`src/rtl/video_wr_arbiter.sv`:
```
// video_wr_arbiter
// Arbitrates four sampler channels onto one AXI write port. Each granted
// channel gets one fixed-length burst into its current ping/pong frame buffer.
// Full FIFOs win over plain round-robin. A frame start rewinds the channel's
// buffer address. A channel that has written a whole frame is masked until its
// next frame start.

module video_wr_arbiter #(
    parameter int          DQ_WIDTH     = 32,
    parameter int          BURST_LEN    = 8,
    parameter int          FRAME_BURSTS = 450,
    parameter logic [31:0] ADDR_BASE    = 32'h0,
    parameter logic [31:0] CH_STRIDE    = 32'h40000,
    parameter logic [31:0] FRAME_BYTES  = 32'h20000
) (
    input  logic                      clk_i,
    input  logic                      rst_ni,
    input  logic [3:0]                ch_ready_i,
    input  logic [3:0]                ch_full_i,
    input  logic [15:0]               ch_trans_id_i,
    input  logic [4*DQ_WIDTH*8-1:0]   ch_data_i,
    input  logic [3:0]                ch_vs_i,
    output logic [3:0]                ch_rd_en_o,
    output logic [31:0]               axi_awaddr_o,
    output logic [7:0]                axi_awlen_o,
    output logic [3:0]                axi_awid_o,
    output logic                      axi_awvalid_o,
    input  logic                      axi_awready_i,
    output logic [DQ_WIDTH*8-1:0]     axi_wdata_o,
    output logic [DQ_WIDTH-1:0]       axi_wstrb_o,
    output logic                      axi_wlast_o,
    output logic                      axi_wvalid_o,
    input  logic                      axi_wready_i,
    input  logic                      axi_bvalid_i,
    output logic                      axi_bready_o,
    output logic [3:0]                wr_frame_idx_o,
    output logic [3:0]                ch_overrun_o
);

    localparam int DATA_W      = DQ_WIDTH * 8;
    localparam int BURST_BYTES = BURST_LEN * DQ_WIDTH;
    localparam int CNT_W       = $clog2(FRAME_BURSTS + 1);
    localparam int BEAT_W      = (BURST_LEN > 1) ? $clog2(BURST_LEN) : 1;

    localparam logic [BEAT_W-1:0] LAST_BEAT  = BEAT_W'(BURST_LEN - 1);
    localparam logic [CNT_W-1:0]  FRAME_DONE = CNT_W'(FRAME_BURSTS);

    localparam logic [1:0] S_IDLE = 2'd0;
    localparam logic [1:0] S_AW   = 2'd1;
    localparam logic [1:0] S_W    = 2'd2;
    localparam logic [1:0] S_B    = 2'd3;

    logic [1:0]        state_q, state_d;
    logic [1:0]        sel_q, sel_d;
    logic [1:0]        ptr_q, ptr_d;
    logic [BEAT_W-1:0] beat_q, beat_d;
    logic [CNT_W-1:0]  burst_cnt_q [4];
    logic [CNT_W-1:0]  burst_cnt_d [4];
    logic [3:0]        frame_idx_q, frame_idx_d;
    logic [3:0]        mask_q, mask_d;
    logic [3:0]        pend_q, pend_d;
    logic [3:0]        overrun_q, overrun_d;

    logic [3:0]        eligible;
    logic [3:0]        urgent;
    logic              grant_valid;
    logic [1:0]        grant_ch;
    logic [1:0]        idx;
    logic              burst_done;
    logic [CNT_W-1:0]  next_cnt;
    logic              busy;
    logic [31:0]       cur_addr;
    logic              in_aw, in_w, in_b;

    // Pick the next channel: a full FIFO beats round-robin, both searched from the pointer
    always_comb begin
        eligible    = ch_ready_i & ~mask_q;
        urgent      = eligible & ch_full_i;
        grant_valid = |eligible;
        grant_ch    = ptr_q;
        idx         = ptr_q;
        for (int i = 3; i >= 0; i--) begin
            idx = ptr_q + 2'(i);
            if (eligible[idx]) grant_ch = idx;
        end
        for (int i = 3; i >= 0; i--) begin
            idx = ptr_q + 2'(i);
            if (urgent[idx]) grant_ch = idx;
        end
    end

    // Burst sequencing: address phase, data beats, then wait for the write response
    always_comb begin
        state_d    = state_q;
        sel_d      = sel_q;
        ptr_d      = ptr_q;
        beat_d     = beat_q;
        burst_done = 1'b0;
        case (state_q)
            S_IDLE: begin
                if (grant_valid) begin
                    sel_d   = grant_ch;
                    state_d = S_AW;
                end
            end
            S_AW: begin
                if (axi_awready_i) begin
                    beat_d  = '0;
                    state_d = S_W;
                end
            end
            S_W: begin
                if (axi_wready_i) begin
                    if (beat_q == LAST_BEAT) state_d = S_B;
                    else                     beat_d  = beat_q + 1'b1;
                end
            end
            S_B: begin
                if (axi_bvalid_i) begin
                    burst_done = 1'b1;
                    ptr_d      = sel_q + 2'd1;
                    state_d    = S_IDLE;
                end
            end
            default: state_d = S_IDLE;
        endcase
    end

    // Per-channel frame bookkeeping; a frame start on the active channel waits for the burst to finish
    always_comb begin
        burst_cnt_d = burst_cnt_q;
        frame_idx_d = frame_idx_q;
        mask_d      = mask_q;
        pend_d      = pend_q;
        overrun_d   = overrun_q | (ch_ready_i & mask_q);
        next_cnt    = '0;
        busy        = 1'b0;
        for (int c = 0; c < 4; c++) begin
            busy     = (state_q != S_IDLE) && (sel_q == 2'(c));
            next_cnt = burst_cnt_q[c] + 1'b1;
            if (busy) begin
                if (ch_vs_i[c]) pend_d[c] = 1'b1;
                if (burst_done) begin
                    if (pend_q[c] || ch_vs_i[c]) begin
                        frame_idx_d[c] = ~frame_idx_q[c];
                        burst_cnt_d[c] = '0;
                        mask_d[c]      = 1'b0;
                        pend_d[c]      = 1'b0;
                    end else begin
                        burst_cnt_d[c] = next_cnt;
                        if (next_cnt == FRAME_DONE) mask_d[c] = 1'b1;
                    end
                end
            end else if (ch_vs_i[c]) begin
                frame_idx_d[c] = ~frame_idx_q[c];
                burst_cnt_d[c] = '0;
                mask_d[c]      = 1'b0;
                pend_d[c]      = 1'b0;
            end
        end
    end

    // State registers, with reset overriding everything including an in-flight burst
    always_ff @(posedge clk_i) begin
        if (!rst_ni) begin
            state_q     <= S_IDLE;
            sel_q       <= '0;
            ptr_q       <= '0;
            beat_q      <= '0;
            burst_cnt_q <= '{default: '0};
            frame_idx_q <= '0;
            mask_q      <= '0;
            pend_q      <= '0;
            overrun_q   <= '0;
        end else begin
            state_q     <= state_d;
            sel_q       <= sel_d;
            ptr_q       <= ptr_d;
            beat_q      <= beat_d;
            burst_cnt_q <= burst_cnt_d;
            frame_idx_q <= frame_idx_d;
            mask_q      <= mask_d;
            pend_q      <= pend_d;
            overrun_q   <= overrun_d;
        end
    end

    // AXI and FIFO-side outputs, all zero outside the phase that owns them
    always_comb begin
        in_aw    = (state_q == S_AW);
        in_w     = (state_q == S_W);
        in_b     = (state_q == S_B);
        cur_addr = ADDR_BASE
                 + CH_STRIDE * 32'(sel_q)
                 + (frame_idx_q[sel_q] ? FRAME_BYTES : 32'd0)
                 + 32'(burst_cnt_q[sel_q]) * 32'(BURST_BYTES);

        axi_awvalid_o = in_aw;
        axi_awaddr_o  = in_aw ? cur_addr : 32'd0;
        axi_awlen_o   = in_aw ? 8'(BURST_LEN - 1) : 8'd0;
        axi_awid_o    = in_aw ? ch_trans_id_i[{sel_q, 2'b00} +: 4] : 4'd0;

        axi_wvalid_o  = in_w;
        axi_wdata_o   = in_w ? ch_data_i[sel_q * DATA_W +: DATA_W] : '0;
        axi_wstrb_o   = in_w ? '1 : '0;
        axi_wlast_o   = in_w && (beat_q == LAST_BEAT);
        axi_bready_o  = in_b;

        ch_rd_en_o    = (in_w && axi_wready_i && !mask_q[sel_q]) ? (4'b0001 << sel_q) : 4'b0000;

        wr_frame_idx_o = frame_idx_q;
        ch_overrun_o   = overrun_q;
    end

endmodule

```
`config.mk`:
```
export PLATFORM = sky130hd
export DESIGN_NAME = video_wr_arbiter
export DESIGN_NICKNAME = d
export VERILOG_FILES = /design/src/rtl/video_wr_arbiter.sv
export SDC_FILE = /design/constraint.sdc
export NUM_CORES = 1
export LEC_CHECK = 0
export BUFFER_PORTS_ARGS = -buffer_cell sky130_fd_sc_hd__buf_2
export CORE_AREA = 5 5 542 544
export CTS_BUF_LIST = sky130_fd_sc_hd__clkbuf_16
export DETAILED_ROUTE_END_ITERATION = 7
export DIE_AREA = 0 0 547 549
export PLACE_DENSITY = 0.3
export SETUP_SLACK_MARGIN = 0.2
export SKIP_CTS_REPAIR_TIMING = 1
export SYNTH_ARGS = -nofsm -noshare
export SYNTH_HDL_FRONTEND = slang
export SYNTH_SLANG_ARGS = --single-unit
```
`constraint.sdc`:
```
create_clock -name clk_i -period 6.1 [get_ports clk_i]
set_clock_uncertainty 0.2 [all_clocks]
set_input_delay 0 -clock clk_i [delete_from_list [all_inputs] [get_ports clk_i]]
set_output_delay 0 -clock clk_i [all_outputs]
set_load 0.01 [all_outputs]
```
==> impl_metrics.env, run 1 <==
export IMPL_status="finished, final reports clean"
export IMPL_rsz0062_at_grt="false"
export IMPL_relSlewSlack=0.153
export IMPL_htreeDepth=3
export IMPL_synth_seq_cells=61
export IMPL_hp_start="axi_bvalid_i"
export IMPL_synth_main_ff_cell="dfxtp_1"
export IMPL_synth_commonest_cells="283 x and2_1, 271 x mux4_2, 69 x clkbuf_1, 61 x dfxtp_1, 60 x buf_4"
export IMPL_ys_warn_count=0
export IMPL_drv_cap=0
export IMPL_setup_tns_ns=0
export IMPL_dp_cells=6186
export IMPL_stdcell_area_mm2=0.0238
export IMPL_via_per_inst=2.97
export IMPL_clock_latency_ns=0.34
export IMPL_worst_path_max_fanout=72
export IMPL_cts_max_path_buffers=2
export IMPL_yosysSeqAreaShare=0.0999
export IMPL_cts_made_buffers=9
export IMPL_nets=3481
export IMPL_grt_pass1_vias=17100
export IMPL_dp_hpwl_um=241000
export IMPL_grt_pass1_wl_um=295000
export IMPL_power_density_mw_per_mm2=237
export IMPL_fp_dieH_um=549
export IMPL_r2r_end="mask_q[2]"
export IMPL_syn_avg_cell_area_um2=10.7
export IMPL_grt_total_usage=0.162
export IMPL_clk_pin_slew_ns=0.06
export IMPL_cp_end_kind="output port"
export IMPL_antenna_found_initial=437
export IMPL_wl_met2_um=115000
export IMPL_drt_met1_wl_um=104000
export IMPL_ff2ff_path_depth=8
export IMPL_grt_max_degree=145
export IMPL_worstReg2RegStart="sel_q[0]"
export IMPL_fp_row_count=198
export IMPL_setup_violations=0
export IMPL_ff2ff_setup_slack_ns=3.30
export IMPL_dr_wl_met3_um=30800
export IMPL_wire_per_inst_um=40.9
export IMPL_worst_pin_slew_ns=1.27
export IMPL_start_util=0.0423
export IMPL_synth_area_top_cells="mux4_2 50%, and2_1 14%, dfxtp_1 10%"
export IMPL_dieArea_mm2=0.300
export IMPL_fillers=34000
export IMPL_crit_required_ns=5.90
export IMPL_synth_edf_count=0
export IMPL_port_buffer_count=1379
export IMPL_fin_cells=6276
export IMPL_placed_cell_area_mm2=0.0233
export IMPL_synthToLayoutAreaGrowth_pct=95.1
export IMPL_overflow=0
export IMPL_synth_most_common_cell="and2_1"
export IMPL_ant_nets=0
export IMPL_place_congestion=1.09
export IMPL_fmax_mhz=310
export IMPL_cts_tree="built"
export IMPL_top_layer_used="met5"
export IMPL_routed_wl_um=257000
export IMPL_synthCells=1143
export IMPL_vdd_drop_max_mv=0.165
export IMPL_worstSetupPathType="flop to output port"
export IMPL_drive_gt1_frac=0.696
export IMPL_drc=0
export IMPL_leakagePower_uw=0.00987
export IMPL_period_share=0.529
export IMPL_async_flop_share=0
export IMPL_root_buffer="clkbuf_16"
export IMPL_hold_class="input port to flop"
export IMPL_cp_arrival_ns=3.03
export IMPL_min_to="state_q[0]"
export IMPL_fin_crit_ns=3.23
export IMPL_cts_num_sinks=61
export IMPL_ys_types=53
export IMPL_netlist_area_mm2=0.0122
export IMPL_hold_viol_final=0
export IMPL_yosysTopAreaCellShare=0.500
export IMPL_synth_top_area_cell="mux4_2"
export IMPL_core_mm2=0.289
export IMPL_whs_path_depth=4
export IMPL_dr_pass1_iters=5
export IMPL_io_pins=1405
export IMPL_finalMaxSlewViolations=0
export IMPL_fp_dieW_um=547
export IMPL_dr_first_iter_drc_count=1943
export IMPL_start_kind="flop"
export IMPL_vias=18600
==> cell type report <==
class | count | area (um^2) | area share
Inverter | 16 | 60.1 | 0.00252
Timing Repair Buffer | 1398 | 7170 | 0.301
Multi-Input combinational cell | 920 | 10100 | 0.425
Antenna cell | 65 | 163 | 0.00682
Sequential cell | 61 | 1230 | 0.0515
Tap cell | 3800 | 4750 | 0.199
Clock buffer | 9 | 225 | 0.00945
Clock inverter | 7 | 105 | 0.00441
==> where the power goes <==
part           internal (uW)  total, uW  switching [uW]
sequential               430        532             102
combinational           1930       4520            2590
clock                    394        591             197
total                   2750       5650            2890
==> worst max-delay path, cell delays in order, from the launching register on <==
cell and delay, ns:
dfxtp_4 0.83, buf_12 0.42, mux4_2 0.66, and2_1 0.21, buf_2 0.16
==> state kept, by name, indices dropped and copies added (netlist names) <==
signal and count:
ptr_q 2, burst_cnt_q 36, wr_frame_idx_o 4, pend_q 4
ch_overrun_o 4, mask_q 4, beat_q 3, state_q 2
sel_q 2
==> cells in the final DEF (no fill, tap or decap), drive strengths merged, types with 7 or more instances in the layout <==
cell	n
and3	12
dfxtp	61
nand2b	7
clkbuf	9
conb	25
o21ai	18
nand3	26
and2	283
a21oi	17
inv	17
buf	1389
mux4	271
diode	65
a21boi	8
nor2	42
nor3	14
nand2	46
nor3b	7
xnor2	19
dlygate4sd3	9
ha	18
nor2b	24
xor2	12
==> logic make-up (layout without fill, tap and decap cells) <==
family,count (synthesis),in the layout,synth area share
buf+inv,186,1430,0.0789
mux,278,278,0.506
simple gates,477,477,0.224
other cells,1,90,0.000307
flops,61,61,0.0999
xor+xnor,31,31,0.0222
fa+ha+maj,18,18,0.0184
compound gates,91,91,0.0505
==> per-stage QoR <==
step / setup WS (ns) / hold slack, ns / total power [uW] / util
after global routing: 2.69 / 0.0706 / 5930 / 0.0821
after global placement: 3.02 / 0.0933 / 5160 / 0.0804
after floorplan: 3.57 / -0.0536 / 2990 / -
after detailed placement: 3.17 / 0.0975 / 5130 / 0.0804
final: 2.87 / 0.00406 / 5650 / 0.0825
after CTS: 2.80 / -0.267 / 5760 / 0.0816
==> metal layers <==
layer	track usage	vias up
met2	0.262	1733
met4	0.0162	230
met5	0	-
met1	0.199	9111
li1	-	6897
met3	0.0801	665
==> worst max-delay path by stage <==
| stage | endpoint | startpoint | cells after the start | slack (ns) |
|---|---|---|---|---|
| 2_1_floorplan | mask_q[2] | sel_q[0] | 12 | 3.57 |
| 3_3_place_gp | mask_q[2] | sel_q[0] | 8 | 3.02 |
| 3_5_place_dp | axi_wdata_o[143] | sel_q[0] | 4 | 3.17 |
| 4_1_cts | axi_wdata_o[143] | sel_q[0] | 4 | 2.80 |
| 5_1_grt | axi_wdata_o[95] | sel_q[0] | 4 | 2.69 |
| 6_report | axi_wdata_o[95] | sel_q[0] | 4 | 2.87 |
(Power assumes the default switching activity.)
==> run 2, diff against run 1 <==
CORE_AREA = 5 5 540 542   (was 5 5 542 544)
DIE_AREA = 0 0 545 547   (was 0 0 547 549)
clock period = 2.7 ns   (was 6.1 ns; I/O delays follow)
==> run 2 against run 1 <==
Net effect:
- sequential power increased by 100%
- clock power rose by 78%
- non-clock buffer count is 73 higher
- via count rose by 0.82%
- wire length is 5.9% lower
- first-iteration DRC count fell by 14%
- worst setup slack worse by 2.8 ns
- register-to-register slack got worse by 2.9 ns
- critical path type unchanged
==> impl_metrics.env, run 2 (synthesis results as in run 1) <==
export IMPL_cts_made_buffers=9
export IMPL_overflow=0
export IMPL_start_util=0.0427
export IMPL_vdd_drop_max_mv=0.280
export IMPL_drive_gt1_frac=0.705
export IMPL_fin_crit_ns=2.63
export IMPL_worstSetupPathType="flop to output port"
export IMPL_finalHoldWorstSlack_ns=0.0205
export IMPL_wire_per_inst_um=38.0
export IMPL_ff2ff_path_depth=7
export IMPL_period_share=0.973
export IMPL_crit_chain="buf_12 -> buf_16 -> mux4_2 -> and2_1 -> buf_2"
export IMPL_root_buffer="clkbuf_16"
export IMPL_cp_arrival_ns=2.43
export IMPL_drc=0
export IMPL_dr_pass1_iters=5
export IMPL_rsz0062_at_grt="true"
export IMPL_cts_max_path_buffers=2
export IMPL_dp_cells=6210
export IMPL_start_kind="flop"
export IMPL_cp_end_kind="output port"
export IMPL_antenna_found_initial=451
export IMPL_finalMaxSlewViolations=0
export IMPL_io_pins=1405
export IMPL_grt_max_degree=51
export IMPL_hold_viol_final=0
export IMPL_regMostFlops="burst_cnt_q"
export IMPL_relSlewSlack=0.603
export IMPL_ff2ff_setup_slack_ns=0.38
export IMPL_slowest_delay_ns=0.41
export IMPL_fp_dieH_um=547
export IMPL_dr_first_iter_drc_count=1672
export IMPL_min_to="ptr_q[1]"
export IMPL_fp_row_count=197
export IMPL_worst_pin_slew_ns=0.590
export IMPL_worstReg2RegStart="mask_q[0]"
export IMPL_r2r_end="sel_q[0]"
export IMPL_fmax_mhz=380
export IMPL_clk_pin_slew_ns=0.06
export IMPL_worst_path_max_fanout=50
export IMPL_vias=18800
export IMPL_fillers=33700
export IMPL_power_density_mw_per_mm2=560
export IMPL_status="finished, final reports clean"
export IMPL_htreeDepth=3
export IMPL_fin_cells=6362
export IMPL_fp_dieW_um=545
export IMPL_postLayoutCoreUtil=0.0867
export IMPL_fin_total_pwr_uw=13900
export IMPL_grt_total_usage=0.151
export IMPL_drv_cap=0
export IMPL_grt_pass1_vias=17400
export IMPL_whs_path_depth=5
export IMPL_dieArea_mm2=0.298
export IMPL_cts_tree="built"
export IMPL_port_buffer_count=1379
export IMPL_via_per_inst=2.95
export IMPL_setup_violations=0
export IMPL_mostFrequentLayoutCell="buf_2"
export IMPL_core_mm2=0.286
export IMPL_dp_hpwl_um=224000
export IMPL_critPathSlowestCell="dfxtp_4"
export IMPL_routed_wl_um=242000
export IMPL_hp_start="axi_bvalid_i"
export IMPL_place_congestion=1.01
export IMPL_grt_pass1_wl_um=275000
export IMPL_hold_class="input port to flop"
export IMPL_largest_reg_flops=36
export IMPL_cts_num_sinks=61
export IMPL_clock_latency_ns=0.34
export IMPL_layout_common_cells="1376 x buf_2, 282 x and2_1, 271 x mux4_2"
export IMPL_ant_nets=0
export IMPL_nets=3554
export IMPL_setup_tns_ns=0
export IMPL_leakagePower_uw=0.0104
export IMPL_synthToLayoutAreaGrowth_pct=103
export IMPL_crit_required_ns=2.50
## run 2: cell count changes in the layout (fill, tap and decap cells not counted), sizes merged
cell / before / now
bufinv: 3 / 0
buf: 1389 / 1444
dlygate4sd3: 9 / 13
clkbuf: 9 / 23
inv: 17 / 20
diode: 65 / 97
## run 2: routing by layer
metal	vias up	routed length (um)	GRT usage
li1	7099	-	-
met1	9061	96500	0.186
met2	1737	108000	0.244
met3	660	29100	0.0696
met4	232	6260	0.0252
met5	-	1530	0
## run 2: final cells by class
cell class                 instances  area, um^2  area share
tap                             3781        4730       0.190
antenna                           97         243     0.00977
clock inverter                     7        27.5     0.00111
multi-input combinational        920       10200       0.409
clock buffer                       9         225     0.00907
inverter                          16        60.1     0.00242
timing repair buffer            1471        8170       0.329
sequential                        61        1230      0.0495
## run 2: worst max-delay path by stage
| stage | startpoint | to | slack (ns) | cells past startpoint |
|---|---|---|---|---|
| after floorplan | sel_q[0] | mask_q[2] | 0.25 | 12 |
| after global placement | state_q[0] | burst_cnt_q[6] | 0.17 | 7 |
| after detailed placement | state_q[0] | burst_cnt_q[6] | 0.19 | 7 |
| after CTS | sel_q[0] | axi_wdata_o[24] | -0.14 | 5 |
| after global routing | sel_q[1] | ch_rd_en_o[1] | 0.05 | 6 |
| final | sel_q[1] | axi_wdata_o[190] | 0.07 | 5 |
## run 2: through the flow
step / cell area [um^2] / worst slack [ns]
3_5_place_dp: 23600 / 0.195
2_1_floorplan: 12300 / 0.253
6_report: 24800 / 0.0718
5_1_grt: 24700 / 0.0509
4_1_cts: 23900 / -0.138
3_3_place_gp: 23600 / 0.168
## run 2: critical path, delay by kind of cell, from the launching register on
kind                   cells  cell delay [ns]
buffers and inverters      3             0.75
and+or+nand+nor            1             0.29
muxes                      1             0.40
DFF                        1             0.41
## run 2: report_power, final
group	switching [uW]	internal (uW)	leakage (uW)
registers	94.3	971	0.000496
clock network	449	600	0.000140
logic	6610	5180	0.00974
total	7150	6750	0.0104
